File: config.mk
export PLATFORM = sky130hd
export DESIGN_NAME = ram8
export DESIGN_NICKNAME = d
export VERILOG_FILES = /design/src/rtl/ram8.sv
export SDC_FILE = /design/constraint.sdc
export NUM_CORES = 1
export LEC_CHECK = 0
export ABC_AREA = 1
export CAP_MARGIN = 20
export CORE_MARGIN = 8
export CORE_UTILIZATION = 45
export CTS_CLUSTER_DIAMETER = 200
export DETAILED_ROUTE_END_ITERATION = 7
export DONT_BUFFER_PORTS = 1
export GPL_ROUTABILITY_DRIVEN = 1
export SLEW_MARGIN = 5
export SYNTH_ARGS = -nofsm -noshare
export SYNTH_HDL_FRONTEND = slang
export SYNTH_SLANG_ARGS = --single-unit
File: constraint.sdc
create_clock -name clk -period 2.65 [get_ports clk]
set_input_delay 0.3975 -clock clk [delete_from_list [all_inputs] [get_ports clk]]
set_output_delay 0.3975 -clock clk [all_outputs]
set_load 0.1 [all_outputs]
File: src/rtl/ram8.sv
// ram8: 8-word x WIDTH-bit register memory (Hack RAM8).
// Rev 1.0 - initial release.
`default_nettype none

module ram8 #(
  parameter int WIDTH = 16
) (
  input  logic             clk,
  input  logic             rst,
  input  logic [WIDTH-1:0] in,
  input  logic             load,
  input  logic [2:0]       address,
  output logic [WIDTH-1:0] out
);

  localparam int DEPTH = 8;

  logic [DEPTH-1:0]            load_sel;
  logic [DEPTH-1:0][WIDTH-1:0] words;

  // dmux8way: the single load strobe goes to exactly one word register
  always_comb begin
    load_sel = '0;
    if (load) begin
      load_sel[address] = 1'b1;
    end
  end

  generate
    for (genvar i = 0; i < DEPTH; i++) begin : g_word
      logic [WIDTH-1:0] q;

      always_ff @(posedge clk) begin
        if (rst) begin
          q <= '0;
        end else if (load_sel[i]) begin
          q <= in;
        end
      end

      assign words[i] = q;
    end
  endgenerate

  // Read is purely combinational: no bypass, so a write shows up after the edge
  assign out = words[address];

endmodule

`default_nettype wire
==> results of run 1 <==
## cells by family after synthesis
logic type,Yosys count,share of synthesized area [%]
compound gates,128,10.7
buf+inv,139,9.28
flops,128,43.0
simple gates,561,37.0
## cell type report
cell class              count  share of cell area, %
multi-input cells         689                   40.8
flip-flops and latches    128                   36.7
well taps                 176                   3.16
repair buffers             28                   6.24
clock inverters             5                  0.717
inverters                  89                   4.79
clock buffers              26                   7.59
## critical path: stages
cell and delay, ns:
inv_2 0.10, nor2_4 0.41, nand3_1 0.13, nand2_1 0.12, inv_2 0.03, nand2_1 0.10
buf_12 0.18
## power breakdown
group	switching, uW	leakage (uW)	total, uW	internal, uW
sequential	30.7	0.00104	2020	1990
combinational	379	0.00175	565	186
clock	816	0.000292	2270	1450
total	1230	0.00308	4860	3630
## layer usage
layer	wire length, um	global-route usage (%)	vias up
met5	0	0	-
met4	201	7.22	0
met3	711	4.13	14
met2	8080	33.8	116
met1	8150	27.5	2517
li1	-	-	2930
## placed cells by master (no fill, tap or decap)
cell | synthesis | routed
clkinv_1 | 3 | 3
clkbuf_16 | 0 | 17
buf_4 | 4 | 10
a21oi_1 | 16 | 16
dfxtp_1 | 128 | 128
nor2_1 | 225 | 225
clkbuf_8 | 0 | 7
nand3_1 | 46 | 46
inv_1 | 71 | 71
o21ai_1 | 112 | 112
nand2_2 | 6 | 6
clkinv_2 | 0 | 4
nor2_4 | 3 | 3
buf_12 | 0 | 18
nand2_1 | 280 | 280
bufinv_16 | 0 | 1
inv_2 | 15 | 15
clkbuf_1 | 27 | 2
nor2_2 | 1 | 1
## through the flow
step | instances | hold slack, ns | instance area [um^2]
after floorplan | 956 | 0.440 | 5960
after global placement | 1110 | 0.445 | 6400
after detailed placement | 1110 | 0.447 | 6400
after CTS | 1141 | 0.0369 | 6980
after global routing | 1141 | 0.0284 | 6980
final | 1141 | 0.0513 | 6980
## worst paths after layout
kind,slack [ns],cells after the start,to,startpoint
min reg2reg,0.46,2,g_word[1].q[8],g_word[1].q[8]
min,0.05,1,g_word[1].q[12],rst
max reg2reg,2.03,2,g_word[1].q[11],g_word[1].q[11]
max,0.77,7,out[7],address[2]
==> metrics.md, run 1 <==
| Metric | Value |
|---|---|
| Initial antenna violation count | 0 |
| Antenna-violating nets left | 0 |
| Top Registers | g_word.q: 128 flops |
| Multi-input gate area | 2840 um^2 |
| Cell Area, Synth | approximately 6000 um^2 |
| Crit path time final | roughly 1.9 ns |
| Yosys top cell by area | dfxtp_1 |
| Max cap viols | 0 |
| Total power per unit cell area | just under 700 nW/um^2 |
| Async S/R FF share, synth | 0% |
| Seq/Total Area, Yosys | 43.0% |
| Overflow after GRT | 0 |
| Routed len/inst | 15.0 um |
| CP arrival | ~1.5 ns |
| Worst endpoint required time | ~2.3 ns |
| CP Capture Type | primary output |
| Clk buf depth | 2 |
| Layout cells sized above 1 | 8.50% |
| Die area | 17,200 um^2 |
| Ys Warns | 0 |
| Worst slew margin | around three fifths |
| CTS sink cnt | 128 |
| Commonest cells post-synth | 280 x nand2_1, 225 x nor2_1, 128 x dfxtp_1 |
| Via/cell ratio | ~4.9 |
| Max Fanout on Critical Path | 17 |
| Status | finished, final reports clean |
| Drt pass-1 iters | 5 |
| Largest Register | g_word.q |
| Number of flip-flops in the largest register | 128 |
| Final wirelength | 17,100 um |
| Vias in the first global route | about 5,000 |
| Number of synthesized flops with an enable pin | 0 |
| CTS tree | done |
| GR Util All Layers | about a fifth |
| Least-Margin Pin Slew | ~0.63 ns |
| Final Cycle Share | 71.0% |
| Worst Hold Class | primary input to flop |
| Die Span Y | about 130 um |
| Crit path launch type | primary input |
| Later-pin clock latency in the skew report | between 0.4 and 0.5 ns |
| Main synth FF type | dfxtp_1 |
| Area contributors post-synth | dfxtp_1 43%, nand2_1 18%, nor2_1 14% |
| TritonCTS Buffers | 17 |
| Worst-path clk slew | 0.05 ns |
| Worst Setup Path Type | primary input to primary output |
| H-tree Lvls | 4 |
| Antenna diode count | 0 |
| Initial Util | 45.5% |
| Final core utilization | between 50% and 60% |
| Final #Nets | 975 |
| Die span in x | roughly 130 um |
| Post-synth top area share | 43.0% |
| Mapped Cells | 956 |
| Iter 0 DRT Violations | roughly 470 |
| TNS Setup | 0 ns |
| Hold Fails Final Rpt | 0 |
| Post-CTS Setup Repair Bufs | 0 |
| Fin. max-slew vios | 0 |
| RSZ-0062 raised after global routing | false |
| Largest net degree at the start of global routing | 68 |
| Net Count, Synth | 978 |
| Static leakage | ~0.0031 uW |
| Global-route wire length before repair | ~27,000 um |
| Hold Buf Count CTS | 0 |
| Final Skew | 0 ns |
| # fillers | roughly 1,300 |
| Fmax | 0.532 GHz |
| FP Rows | 42 |
| IR Drop Worst-Case VDD | 0.446 mV |
| Post-CTS sizing | 0 |
| Mean Syn Cell Area | between 6 and 7 um^2 |
| Setup violators final | 0 |
| Yosys reg bits | ~130 |
| Fin worst setup slack | ~0.77 ns |
| Routed via count | approximately 5,600 |
| Detailed Place HPWL | 10,800 um |
| Syn-to-layout area delta | 17.0% |
| I/O Pins | 38 |
| Pre-CTS setup slack | between 0.7 and 0.8 ns |
| DRC Markers | 0 |
| Power Total | about 4900 uW |
| Core Area | 13,100 um^2 |
| Root buffer cell | clkbuf_16 |
| Final GP Congestion | 0.805 |
| Most frequent cell after synthesis | nand2_1 |
| I/O Buffers | 0 |
| Number of distinct library cells after synthesis | 16 |
| Register area | 2560 um^2 |
(Power assumes the default switching activity.)
==> inputs of run 2 (changes only) <==
==> constraint.sdc (replaced) <==
create_clock -name clk -period 1.6 [get_ports clk]
set_input_delay 0.24 -clock clk [delete_from_list [all_inputs] [get_ports clk]]
set_output_delay 0.24 -clock clk [all_outputs]
set_load 0.1 [all_outputs]
==> run 2 against run 1 <==
Effect of this change: global-route usage is 0.49 points higher; sequential share of layout area is 1.1 points lower; first-iteration DRC count is 28% higher; wire length is 0.48% higher; die area stayed put; final cell count is 2.4% higher; core utilization is 3.1 points higher.
==> metrics.md, run 2 (synthesis gave the netlist of run 1 again) <==
| Metric | Value |
|---|---|
| Final Cycle Share | 99.8% |
| Fmax | 0.626 GHz |
| Top Registers | g_word.q: 128 flops |
| Crit path cell chain | inv_1 > nand2_1 > nand3_1 > nand2_1 > clkinv_2 > nand2_2 > buf_12 |
| Least-Margin Pin Slew | 0.701 ns (+0.0753 ns) |
| CP Capture Type | primary output |
| CP most frequent cell | nand2_1 |
| Overflow after GRT | 0 (unchanged) |
| IR Drop Worst-Case VDD | 0.688 mV (+54%) |
| Detailed Place HPWL | 10,800 um (-0.38%) |
| Final Skew | 0 ns (unchanged) |
| Final wirelength | 17,200 um (+0.48%) |
| GRT met1 Usage | 29.6% (+2.1 points) |
| Crit path launch type | flop |
| Fin. max-slew vios | 0 (unchanged) |
| CP arrival | 1.36 ns (-0.12 ns) |
| Hold Fails Final Rpt | 0 (unchanged) |
| Root buffer cell | clkbuf_16 |
| Static leakage | 0.00323 uW (+4.7%) |
| Routed len/inst | 14.7 um (-1.8%) |
| Placed inst area | 6510 um^2 (+1.8%) |
| Die area | 17,200 um^2 (unchanged) |
| Max cap viols | 0 (unchanged) |
| Worst Path Buf+Inv | 3 (unchanged) |
| RSZ-0062 raised after global routing | true |
| Syn-to-layout area delta | 23.9% |
| Register area | 2630 um^2 (+2.8%) |
| Worst Hold Class | primary input to flop |
| Most common cell after layout, fill and taps aside | nand2_1 |
| I/O Buffers | 0 (unchanged) |
| CTS sink cnt | 128 (unchanged) |
| Initial antenna violation count | 2 (+2) |
| Largest Register | g_word.q |
| Most frequent cells in the layout | 255 x nand2_1, 225 x nor2_1, 112 x o21ai_1 |
| Worst slew margin | 53.3% (-4.9 points) |
| Die Span Y | 131 um (unchanged) |
| Layout cells sized above 1 | 18.3% (+9.8 points) |
| Die span in x | 131 um (unchanged) |
| Final GP Congestion | 0.800 (-0.68%) |
| CTS tree | done |
| Fin worst setup slack | 0.00263 ns (-0.767 ns) |
| Global route hottest layer | met2 |
| Worst-path clk slew | 0.06 ns (about the same) |
| Final #Nets | 1,001 (+2.7%) |
| Later-pin clock latency in the skew report | 0.42 ns (about the same) |
| Iter 0 DRT Violations | 600 (+28%) |
| Via/cell ratio | 4.82 (-1.3%) |
| Routed via count | 5,635 (+1.0%) |
| Status | finished, final reports clean |
| Largest net degree at the start of global routing | 68 (unchanged) |
| Antenna diode count | 0 (unchanged) |
| Slowest-stage cell, CP | dfxtp_2 |
| Antenna-violating nets left | 0 (unchanged) |
| Crit path time final | 1.60 ns |
| Final core utilization | 56.4% (+3.1 points) |
| M3 GR Usage | 4.33% (+0.20 points) |
| Worst Setup Path Type | flop to primary output |
| Pre-CTS setup slack | 0.172 ns (-0.592 ns) |
| Total power per unit cell area | 1100 nW/um^2 (+58%) |
| Clk buf depth | 2 (unchanged) |
| Max Fanout on Critical Path | 2 (-15) |
| Drt pass-1 iters | 5 (unchanged) |
| Setup violators final | 0 (unchanged) |
| Initial Util | 45.5% (unchanged) |
| Design Area, Final | 7390 um^2 (+5.9%) |
| TritonCTS Buffers | 17 (unchanged) |
| Core Area | 13,100 um^2 (unchanged) |
| FP Rows | 42 (unchanged) |
| GR Util All Layers | 21.5% (+0.49 points) |
| DRC Markers | 0 (unchanged) |
| Global Route met2 Usage | 33.0% (-0.81 points) |
| Slowest stage delay, CP | 0.32 ns (-0.09 ns) |
| H-tree Lvls | 4 (unchanged) |
| # fillers | 1,314 (-1.5%) |
| I/O Pins | 38 (unchanged) |
| Vias in the first global route | 5,272 (+5.4%) |
| Worst endpoint required time | 1.36 ns (-0.89 ns) |
| Number of flip-flops in the largest register | 128 (unchanged) |
| Global-route wire length before repair | 28,500 um (+3.8%) |
| Multi-input gate area | 2940 um^2 (+3.3%) |
| CP top delay family | simple AND/OR/NAND/NOR gates |
## run 2: cell types whose count changed in the layout (fill, tap and decap cells not counted), sizes merged
cell / change
buf: +8
clkbuf: -5
clkinv: +3
clkinvlp: +3
dlygate4sd3: +17
dlymetal6s4s: +1
## run 2: stage by stage
stage	TNS (ns)	std cells	total power (uW)	hold slack, ns
floorplan	0	956	4120	0.375
global placement	0	1118	4370	0.315
detailed placement	0	1118	4370	0.317
CTS	0	1168	8140	0.0398
finish	0	1168	8140	0.0430
global route	-0.726	1168	8430	0.0572
## run 2: area by class of cell
| class | count | share of cell area, % |
|---|---|---|
| clock inverters | 11 | 1.19 |
| multi-input cells | 689 | 39.8 |
| clock buffers | 21 | 6.51 |
| flip-flops and latches | 128 | 35.7 |
| well taps | 176 | 2.98 |
| repair buffers | 54 | 9.35 |
| inverters | 89 | 4.56 |
## run 2: where the power goes
| part | internal (uW) | switching, uW |
|---|---|---|
| clock | 2280 | 1430 |
| combinational | 362 | 713 |
| sequential | 3300 | 51.1 |
| total | 5940 | 2200 |
## run 2: final timing paths
| path | startpoint | endpoint | slack [ns] | depth (start not counted) |
|---|---|---|---|---|
| worst min-delay path | address[2] | g_word[1].q[15] | 0.04 | 3 |
| worst max register to register | g_word[1].q[10] | g_word[1].q[10] | 0.46 | 3 |
| worst min register to register | g_word[1].q[2] | g_word[1].q[2] | 0.46 | 2 |
| worst max-delay path | g_word[7].q[14] | out[14] | 0.003 | 7 |
## run 2: layer usage
layer  up-vias  routed length (um)  share of wire (%)
met3        21                 725                4.2
met2        93                7730                 45
met4         4                 179                1.0
li1       2981                   -                  -
met1      2536                8570                 50
met5         -                  24               0.14
## run 2: what timing repair did
item                                    4_1_cts  5_1_grt
pin swaps                                     5       16
gates resized for setup                      13       63
setup buffers                                 0        0
hold buffers                                 18        0
endpoints found under the setup margin        4       17
endpoints found under the hold margin       128        0
## run 2: worst register-to-register path: cells and delay by family (launching register included)
family                 cells  cell delay [ns]
buffers and inverters      1             0.60
DFF                        1             0.31
and+or+nand+nor            1             0.06
AOI/OAI and AO/OA          1             0.06
